## src/rtl/ahb_bus_arbiter.sv

```systemverilog
// ahb_bus_arbiter: two-requester round-robin arbiter issuing single-beat NONSEQ
// transfers to one AHB slave, with a WAIT-state timeout that returns an error.
module ahb_bus_arbiter #(
  parameter int unsigned TIMEOUT = 16
) (
  input  logic        HCLK,
  input  logic        HRESETn,
  input  logic        req0,
  input  logic        req1,
  input  logic        wr0,
  input  logic        wr1,
  input  logic [31:0] addr0,
  input  logic [31:0] addr1,
  input  logic [31:0] wdata0,
  input  logic [31:0] wdata1,
  output logic        ack0,
  output logic        ack1,
  output logic        err0,
  output logic        err1,
  output logic [31:0] rdata0,
  output logic [31:0] rdata1,
  output logic [1:0]  HTRANS,
  output logic        HWRITE,
  output logic [31:0] HADDR,
  output logic [31:0] HWDATA,
  input  logic [31:0] HRDATA,
  input  logic        HREADY
);
  typedef enum logic [1:0] {S_IDLE, S_ADDR, S_WAIT} state_t;
  localparam logic [7:0] CNT_MAX = 8'(TIMEOUT);
  state_t state, nxt;
  logic last, sel, grant, done, tout, elig0, elig1;
  logic [7:0] cnt;
  always_ff @(posedge HCLK or negedge HRESETn)
    if (!HRESETn) state <= S_IDLE;
    else state <= nxt;
  always_comb
    nxt = grant ? S_ADDR : state == S_ADDR ? S_WAIT : done ? S_IDLE : state;
  // A requester whose ack is high this cycle has not had a chance to drop req yet.
  always_comb begin
    elig0 = req0 && !ack0;
    elig1 = req1 && !ack1;
    sel   = (elig0 && elig1) ? !last : elig1;
    grant = state == S_IDLE && (elig0 || elig1);
    tout  = !HREADY;
    done  = state == S_WAIT && (HREADY || cnt == CNT_MAX);
  end
  always_ff @(posedge HCLK or negedge HRESETn)
    if (!HRESETn) begin
      last   <= 1'b1;
      cnt    <= '0;
      HTRANS <= 2'b00;
      HWRITE <= 1'b0;
      HADDR  <= '0;
      HWDATA <= '0;
      ack0   <= 1'b0;
      ack1   <= 1'b0;
      err0   <= 1'b0;
      err1   <= 1'b0;
      rdata0 <= '0;
      rdata1 <= '0;
    end else begin
      ack0 <= done && !last;
      ack1 <= done && last;
      err0 <= done && !last && tout;
      err1 <= done && last && tout;
      if (grant) begin
        HTRANS <= 2'b10;
        HWRITE <= sel ? wr1 : wr0;
        HADDR  <= sel ? addr1 : addr0;
        HWDATA <= sel ? wdata1 : wdata0;
        last   <= sel;
      end
      if (state == S_ADDR) begin
        HTRANS <= 2'b00;
        cnt    <= '0;
      end
      if (state == S_WAIT && !done) cnt <= cnt + 8'd1;
      if (done && !last && (tout || !HWRITE)) rdata0 <= tout ? 32'h0 : HRDATA;
      if (done && last && (tout || !HWRITE)) rdata1 <= tout ? 32'h0 : HRDATA;
    end
endmodule

```

## config.mk

```make
export PLATFORM = sky130hd
export DESIGN_NAME = ahb_bus_arbiter
export DESIGN_NICKNAME = d
export VERILOG_FILES = /design/src/rtl/ahb_bus_arbiter.sv
export SDC_FILE = /design/constraint.sdc
export NUM_CORES = 1
export LEC_CHECK = 0
export ABC_AREA = 1
export CORE_ASPECT_RATIO = 0.7
export CORE_MARGIN = 10
export CORE_UTILIZATION = 49
export CTS_BUF_LIST = sky130_fd_sc_hd__clkbuf_16
export DETAILED_ROUTE_END_ITERATION = 10
export DONT_BUFFER_PORTS = 1
export PLACE_DENSITY = 0.67
export SYNTH_ARGS = -nofsm -noshare
export SYNTH_HDL_FRONTEND = slang
export SYNTH_SLANG_ARGS = --single-unit
export TNS_END_PERCENT = 100
```

## constraint.sdc

```tcl
create_clock -name HCLK -period 2.15 [get_ports HCLK]
set_input_delay 0.1075 -clock HCLK [delete_from_list [all_inputs] [get_ports HCLK]]
set_output_delay 0.1075 -clock HCLK [all_outputs]
set_load 0.005 [all_outputs]
```

# After elaboration in Yosys (flattened, before gate mapping)
# Index checks and enable logic that the tools add are counted.
# totals
reg_bits,146
inputBits,167
# classes
n_addsub,1
eq_ne,3
mux,12
n_reduce_logical,25
# ops
op,count
2-to-1 mux 32 bit,3
2-to-1 mux 8 bit,2
logical AND 1 bit,12
2-to-1 mux 2 bit,5
adder 8 x 1 -> 8 bit (second input constant),1
equality test 8 x 5 -> 1 bit (second input constant),1
logical NOT 1 bit,6
nonzero test 2 bit,2
logical OR 1 bit,3
nonzero test 3 bit,1
equality test 2 x 1 -> 1 bit (second input constant),1
equality test 2 bit (second input constant),1
logical NOT 2 bit,1
2-to-1 mux 1 bit,2

# Longest topological paths before layout
# Gate-level depths: netlist (run 1).
# depth
word_depth,6
mapped_depth,10
mapped_depth_nobuf,10

# Worst setup path after synthesis (run 1)
# Ideal clock, no wire load.
# synth_path
path_type,flip-flop to flip-flop
start,register cnt[0]
end,register rdata1[0]
setup_time_ps,65
t_arrival_ps,1454
slack_ps,632
path_stages_with_launch,10
n_path_buf,1
cell_sequence,dfrtp_1 -> inv_1 -> ha_1 -> nand2_1 -> nor2_2 -> nand2_2 -> a21oi_4 -> buf_8 -> nand4_1 -> nand2_1
# synth_between
elab_chain_len,5
# synth_rtl
element,line,source
"start, declared",33,logic [7:0] cnt;
"start signal, assigned",78,if (state == S_WAIT && !done) cnt <= cnt + 8'd1;
equality test 8 x 5 -> 1 bit,46,done = state == S_WAIT && (HREADY || cnt == CNT_MAX);
logical OR 1 bit,46,
logical AND 1 bit,46,
logical AND 1 bit (2 in series),80,if (done && last && (tout || !HWRITE)) rdata1 <= tout ? 32'h0 : HRDATA;
"end signal, assigned",80,
"end, declared",21,"output logic [31:0] rdata1,"
# No other way between the ends.
# A chain may end at the register's enable or synchronous reset.

# Worst setup path in the final report (run 1)
# layout_path
start,register ack0
end,register HADDR[11]
# layout_between
elab_chain_len,5
# layout_rtl
element,line,source
"start, declared",16,"output logic ack0,"
"start signal, assigned",63,ack0 <= done && !last;
logical NOT 1 bit (*),41,elig0 = req0 && !ack0;
logical AND 1 bit (*),41,
logical AND 1 bit,43,sel = (elig0 && elig1) ? !last : elig1;
2-to-1 mux 1 bit,43,
2-to-1 mux 32 bit,70,HADDR <= sel ? addr1 : addr0;
"end signal, assigned",70,
"end, declared",24,"output logic [31:0] HADDR,"
# Mark *: on every way between the ends. The rest lies on a longest branch, timed or not.

==> results of run 1 <==
final cells by class:
class | count | area (um2)
fillers | 1010 | 4290
flip-flops and latches | 145 | 3630
multi-input cells | 556 | 2520
repair buffers | 179 | 1830
clock buffers | 17 | 425
well taps | 185 | 231
inverters | 52 | 198
clock inverters | 13 | 173
diodes | 7 | 17.5
synthesized netlist by cell type (6+ instances only):
library cell,count,area (um2)
inv_2,6,22.5
a21oi_1,14,70.1
clkbuf_1,19,71.3
buf_8,6,90.1
nand2_1,252,946
buf_6,13,146
o21ai_1,41,205
buf_2,17,85.1
o21ai_0,83,415
nand4_1,66,413
nand3_1,12,60.1
inv_1,43,161
nor2_1,73,274
dfrtp_1,144,3600
per-layer routing:
| layer | track usage (%) | vias to the layer above |
|---|---|---|
| met1 | 28.8 | 3135 |
| met4 | 12.9 | 0 |
| met5 | 0 | - |
| li1 | - | 2928 |
| met2 | 41.0 | 468 |
| met3 | 9.81 | 69 |
stage by stage:
stage	std cells	power [mW]	area, um2	utilization, %	setup slack [ns]
floorplan	813	2.88	6760	-	0.632
global placement	949	2.89	6690	50.3	0.487
detailed placement	949	2.90	6690	50.3	0.417
CTS	1142	6.20	8920	67.0	0.00941
global route	1154	6.39	9020	67.8	0.00594
finish	1154	6.20	9020	67.8	0.139
logic make-up after synthesis:
family                   Yosys count  synth area share [%]
buffers and inverters            112                  9.15
AO/OA/AOI/OAI                    140                  10.6
XOR/XNOR                           3                 0.389
other                              1                0.0555
AND/OR/NAND/NOR                  410                  25.8
adder cells (fa/ha/maj)            2                 0.370
flip-flops                       145                  53.7
where the power goes:
| group | internal [mW] | switching (mW) | total [mW] |
|---|---|---|---|
| registers | 2.73 | 0 | 2.73 |
| clock network | 1.92 | 1.15 | 3.07 |
| logic | 0.239 | 0.165 | 0.405 |
| total | 4.88 | 1.32 | 6.20 |
state kept, by name, summed over array words and instances, names as in the netlist, 2 cells and up:
register and count:
rdata1 32, HADDR 32, state 2, HWDATA 32, cnt 8, rdata0 32
worst min-delay path by stage:
stage,start,endpoint,slack [ns],depth (start not counted)
after floorplan,HRESETn,HADDR[0],-0.19,0
after global placement,HRESETn,HWDATA[27],-0.18,0
after detailed placement,HRESETn,HWDATA[27],-0.18,0
after CTS,HRESETn,HWDATA[27],-0.62,0
after global routing,HRESETn,HWDATA[27],-0.63,0
final,HRESETn,HWDATA[27],-0.61,0
worst max-delay path: stages, from the launching register on:
cell,delay [ns]
dfrtp_1,0.43
inv_2,0.09
nand2_1,0.05
nand2_1,0.07
nand3_2,0.10
inv_4,0.18
buf_12,0.23
o21ai_1,0.09
o21ai_1,0.13
dlygate4sd3_1,0.56
placed cells by master, fill, tap and decap left out, types with 2 or more instances in the layout:
cell           netlist  routed
clkinv_2             0       3
clkbuf_16            0      18
dfrtp_1            144     144
nand2_2              2       3
nand3_1             12      12
nand2_1            252     250
dlygate4sd3_1        0     162
ha_1                 2       2
inv_2                6       5
diode_2              0       7
nand4_1             66      66
clkinv_1             3       4
buf_12               0       4
o21ai_1             41      41
bufinv_16            0       4
nor2_2               3       3
o21ai_0             83      83
nor2_1              73      73
buf_4                3      10
xor2_1               3       3
a21oi_1             14      14
clkinv_4             0       3
inv_1               43      45
what timing repair did:
| action | in CTS | in global routing |
|---|---|---|
| endpoints found under the hold margin | 276 | 145 |
| gates resized for setup | 0 | 6 |
| setup buffers | 0 | 4 |
| setup endpoints to repair | 0 | 73 |
==> results.md, run 1 <==
- RD Place Congestion: 0.892
- CP startpoint kind: flop
- Post-synth EDFFs: 0
- Gate Count Post-Synth: 813
- CP Capture Point: HADDR[11]
- Clk_skew: 0.00972 ns
- Mean Syn Cell Area: 8.31 um2
- Die ar.: 19,000 um2
- Hold Slack: -0.611 ns
- Hold/Removal Path Class: in2async
- Clock root buffer: clkbuf_16
- VDD IR-drop max: 0.623 mV
- Worst-Margin Slew: 1.03 ns
- Routed WL per cell: 22.0 um
- FF+latch count, synth: 145
- Outcome: finished with violations
- Horiz. Die Dim: 160 um
- Initial antenna violation count: 7
- Highest metal used: met4
- Layout cell share with drive strength beyond 1: 6.24%
- Max-slew violation count: 0
- Core area: 13,300 um2
- Max-slew headroom: 31.0%
- Synthesis-to-layout area growth: 33.5%
- Nets: 1,120
- Pre-antenna DRT Iters: 6
- CP Data Required Time: 2.49 ns
- WL final: 25,400 um
- Synth Flop Type: dfrtp_1
- Period minus WS final: 2.01 ns
- Final setup fails: 0
- P_leak: 4.50 nW
- RSZ-0062 raised after global routing: no
- R2r setup slk: 0.14 ns
- # rows: 35
- Crit end category: flop
- Setup tns final: 0 ns
- Via count: 6,600
- Crit Path Max Fanout: 48
- Vias in the first global route: 6,765
- Initial core utilization: 50.8%
- Final count of hold timing violations: 145
- Syn nets: 982
- DR iter-0 viols: 836
- Die Y: 118 um
- FF-to-FF Start: ack0
- Remaining DRCs: 0
- Max frequency: 0.497 GHz
- Clock Sink Count: 145
- CTS H-tree depth: 4
- Reg2Reg Capture Point: HADDR[11]
- Via-to-Cell Ratio: 5.72
- Total GRT Usage: 25.4%
- Remaining antenna violation count: 0
- M1 WL: 9060 um
- CTS tree: done
- Period utilization: 93.6%
- Failing checks: negative hold slack
- Worst-case clock buffer depth: 2
- Grt ovf: 0
- I/O pins: 302
- TritonCTS Buffers: 17
- Max-cap violations: 0
- Met3 wirelength from detailed routing: 3030 um
- WP data arrival: 2.35 ns
- First-pass GRT wire length: 39,100 um
- Cell Area, Synth: 6760 um2
- Post-synth ARST share: 100%
- Worst reg2reg path depth: 9
- Met2 wire length: 12,500 um
- Sequential element share of the synthesized area: 53.7%
- Pin count of the biggest net entering global routing: 146
- Clk slew on worst S/H paths: 0.06 ns
- Hold Buf Count CTS: 163
- Synth cell types: 27
- Port Buf Inserts: 0
- Ys Warns: 0
- Crit Path Class: reg2reg
- Worst setup startpoint: ack0
- Skew-Pair Late Insertion Delay: 0.41 ns
- Power per Cell Area: 687 nW/um2
- Post-DP HPWL: 15,700 um
Note: power is estimated with default switching activity, not from simulation.
==> inputs of run 2 (changes only) <==
Settings changed: ABC_AREA 1 to not set.
Clock period 2.15 ns to 2.4 ns, I/O delays scaled along.
==> run 2 against run 1 <==
  * Global-route usage fell by 1.8 points
  * Synthesized cell count rose by 5.7%
  * Critical path depth fell by 4
  * Flip-flop and latch count did not move
  * The run still ends with negative hold slack left
  * Clock skew barely moved
  * Die area rose by 18%
==> results.md, run 2 <==
- Hold Slack: -0.613 ns
- Initial antenna violation count: 2
- CP peak stage delay: 0.58 ns
- Remaining DRCs: 0
- First-pass GRT wire length: 43,700 um
- CTS H-tree depth: 4
- Pre-antenna DRT Iters: 6
- Period minus WS final: 2.32 ns
- CP startpoint kind: flop
- Largest family of logic cells by synthesized area: compound AO/OA/AOI/OAI gates
- Cell accounting for the most synthesized area: dfrtp_1
- Vias in the first global route: 7,451
- Post-synth ARST share: 100%
- Max-slew violation count: 0
- Pin count of the biggest net entering global routing: 146
- Sequential element share of the synthesized area: 44.1%
- Synth top area share: 43.8%
- Critical-path top delay cell: dlygate4sd3_1
- Setup tns final: 0 ns
- Top post-synthesis cells by area: dfrtp_1 (44%), nand3_1 (8.0%), and3b_1 (7.2%)
- Max-slew headroom: 52.3%
- Routed WL per cell: 25.2 um
- Post-synth EDFFs: 0
- Power per Cell Area: 1130 nW/um2
- CP Data Required Time: 2.70 ns
- Outcome: finished with violations
- Post-DP HPWL: 17,700 um
- List of most frequent post-synthesis cells: dfrtp_1 (144), nand3_1 (132), clkbuf_1 (79)
- Most frequent cells in the layout: dfrtp_1 (144), nand3_1 (132), dlygate4sd3_1 (100)
- Buf/Inv on CP: 2
- DR iter-0 viols: 1,174
- Commonest non-fill, non-tap cell in the layout: dfrtp_1
- Remaining antenna violation count: 0
- Simple-Gate Fraction of Synth Area: 21.2%
- RSZ-0062 raised after global routing: no
- WP data arrival: 2.62 ns
- WL final: 28,300 um
- Failing checks: negative hold slack
- Most frequent cell after synthesis: dfrtp_1
- Synth cell types: 54
- Layout cell share with drive strength beyond 1: 7.71%
- CTS tree: done
- Mux share of post-synthesis cell area: 0%
- Synth Area in Compound Gates: 26.8%
- FF+latch count, synth: 145
- Cell Area, Synth: 8230 um2
- Hold/Removal Path Class: in2async
- Synthesis-to-layout area growth: 19.6%
- Crit end category: flop
- Crit Path Max Fanout: 50
- P_leak: 3.92 nW
- Clock root buffer: clkbuf_16
- Clock Sink Count: 145
- RD Place Congestion: 0.838
- Nets: 1,051
- Critical path, cell by cell: or3_4, buf_6, o311ai_1, nand3_1, dlygate4sd3_1
- Crit Path Class: reg2reg
- Synth Flop Type: dfrtp_1
- Period utilization: 96.6%
- VDD IR-drop max: 0.642 mV
- Port Buf Inserts: 0
- Synthesized-area fraction occupied by adder cells: 0.304%
- Grt ovf: 0
- Die ar.: 22,500 um2
- Gate Count Post-Synth: 859
- Mean Syn Cell Area: 9.58 um2
- Clk_skew: 0.00979 ns
- Skew-Pair Late Insertion Delay: 0.42 ns
- Clk slew on worst S/H paths: 0.07 ns
- Dpl ws: 0.432 ns
- Post-Synth XOR/XNOR Area: 0%
- Horiz. Die Dim: 175 um
- Ys Warns: 0
- Hold Buf Count CTS: 101
- TritonCTS Buffers: 17
- Initial core utilization: 50.2%
- Syn nets: 1,028
- Worst path top cell family by delay: buffers and inverters
- Via count: 7,801
- Die Y: 128 um
- Total GRT Usage: 23.6%
- R2r setup slk: 0.08 ns
- Max frequency: 0.431 GHz
- Core area: 16,400 um2
- # rows: 39
- Worst-Margin Slew: 0.715 ns
- Via-to-Cell Ratio: 6.95
- Setup WS post-layout: 0.0805 ns
- Max-cap violations: 0
- Worst-case clock buffer depth: 2
- Final setup fails: 0
- Final count of hold timing violations: 145
- I/O pins: 302
[run 2: layout make-up]
class | instances | area (um2)
sequential | 145 | 3630
antenna | 2 | 5.00
multi-input combinational | 584 | 4030
clock buffer | 17 | 425
clock inverter | 15 | 144
inverter | 8 | 30.0
tap | 225 | 282
timing repair buffer | 126 | 1290
fill | 1372 | 6560
[run 2: cells by family after synthesis]
family                     count (synthesis)
and+or+nand+nor                          300
AOI/OAI and AO/OA                        281
buffers and inverters                    130
other                                      1
adders and majority gates                  2
DFF                                      145
[run 2: per-stage QoR]
step	util (%)	std cells	power, mW	instance area (um2)
floorplan	-	859	7.26	8230
global placement	49.9	981	8.07	8190
detailed placement	49.9	981	8.28	8190
CTS	59.7	1114	11.1	9780
global route	60.0	1122	11.7	9840
finish	60.0	1122	11.1	9840
[run 2: timing repair]
action / CTS / global route
buffers inserted: 0 / 6
gates resized for setup: 0 / 2
endpoints found under the setup margin: 0 / 2
endpoints found under the hold margin: 279 / 145
[run 2: metal layers]
layer,track usage (%),share of wire (%)
met2,37.5,48
met5,0,0
met1,29.5,38
met3,8.71,11
met4,7.75,2.6
[run 2: final timing paths]
path / cells past startpoint / end / start
max: 5 / rdata1[3] / cnt[3]
min: 0 / HWDATA[11] / HRESETn
max reg2reg: 5 / rdata1[3] / cnt[3]
min reg2reg: 2 / rdata0[8] / rdata0[8]
max in group asynchronous: 0 / HADDR[7] / HRESETn
min in group HCLK: 3 / HWDATA[3] / wdata1[3]
[run 2: power by group]
| group | internal [mW] | switching, mW | total (mW) | leakage (nW) |
|---|---|---|---|---|
| clock | 1.52 | 1.08 | 2.60 | 0.274 |
| combinational | 1.87 | 2.37 | 4.24 | 2.14 |
| sequential | 3.30 | 0.967 | 4.27 | 1.51 |
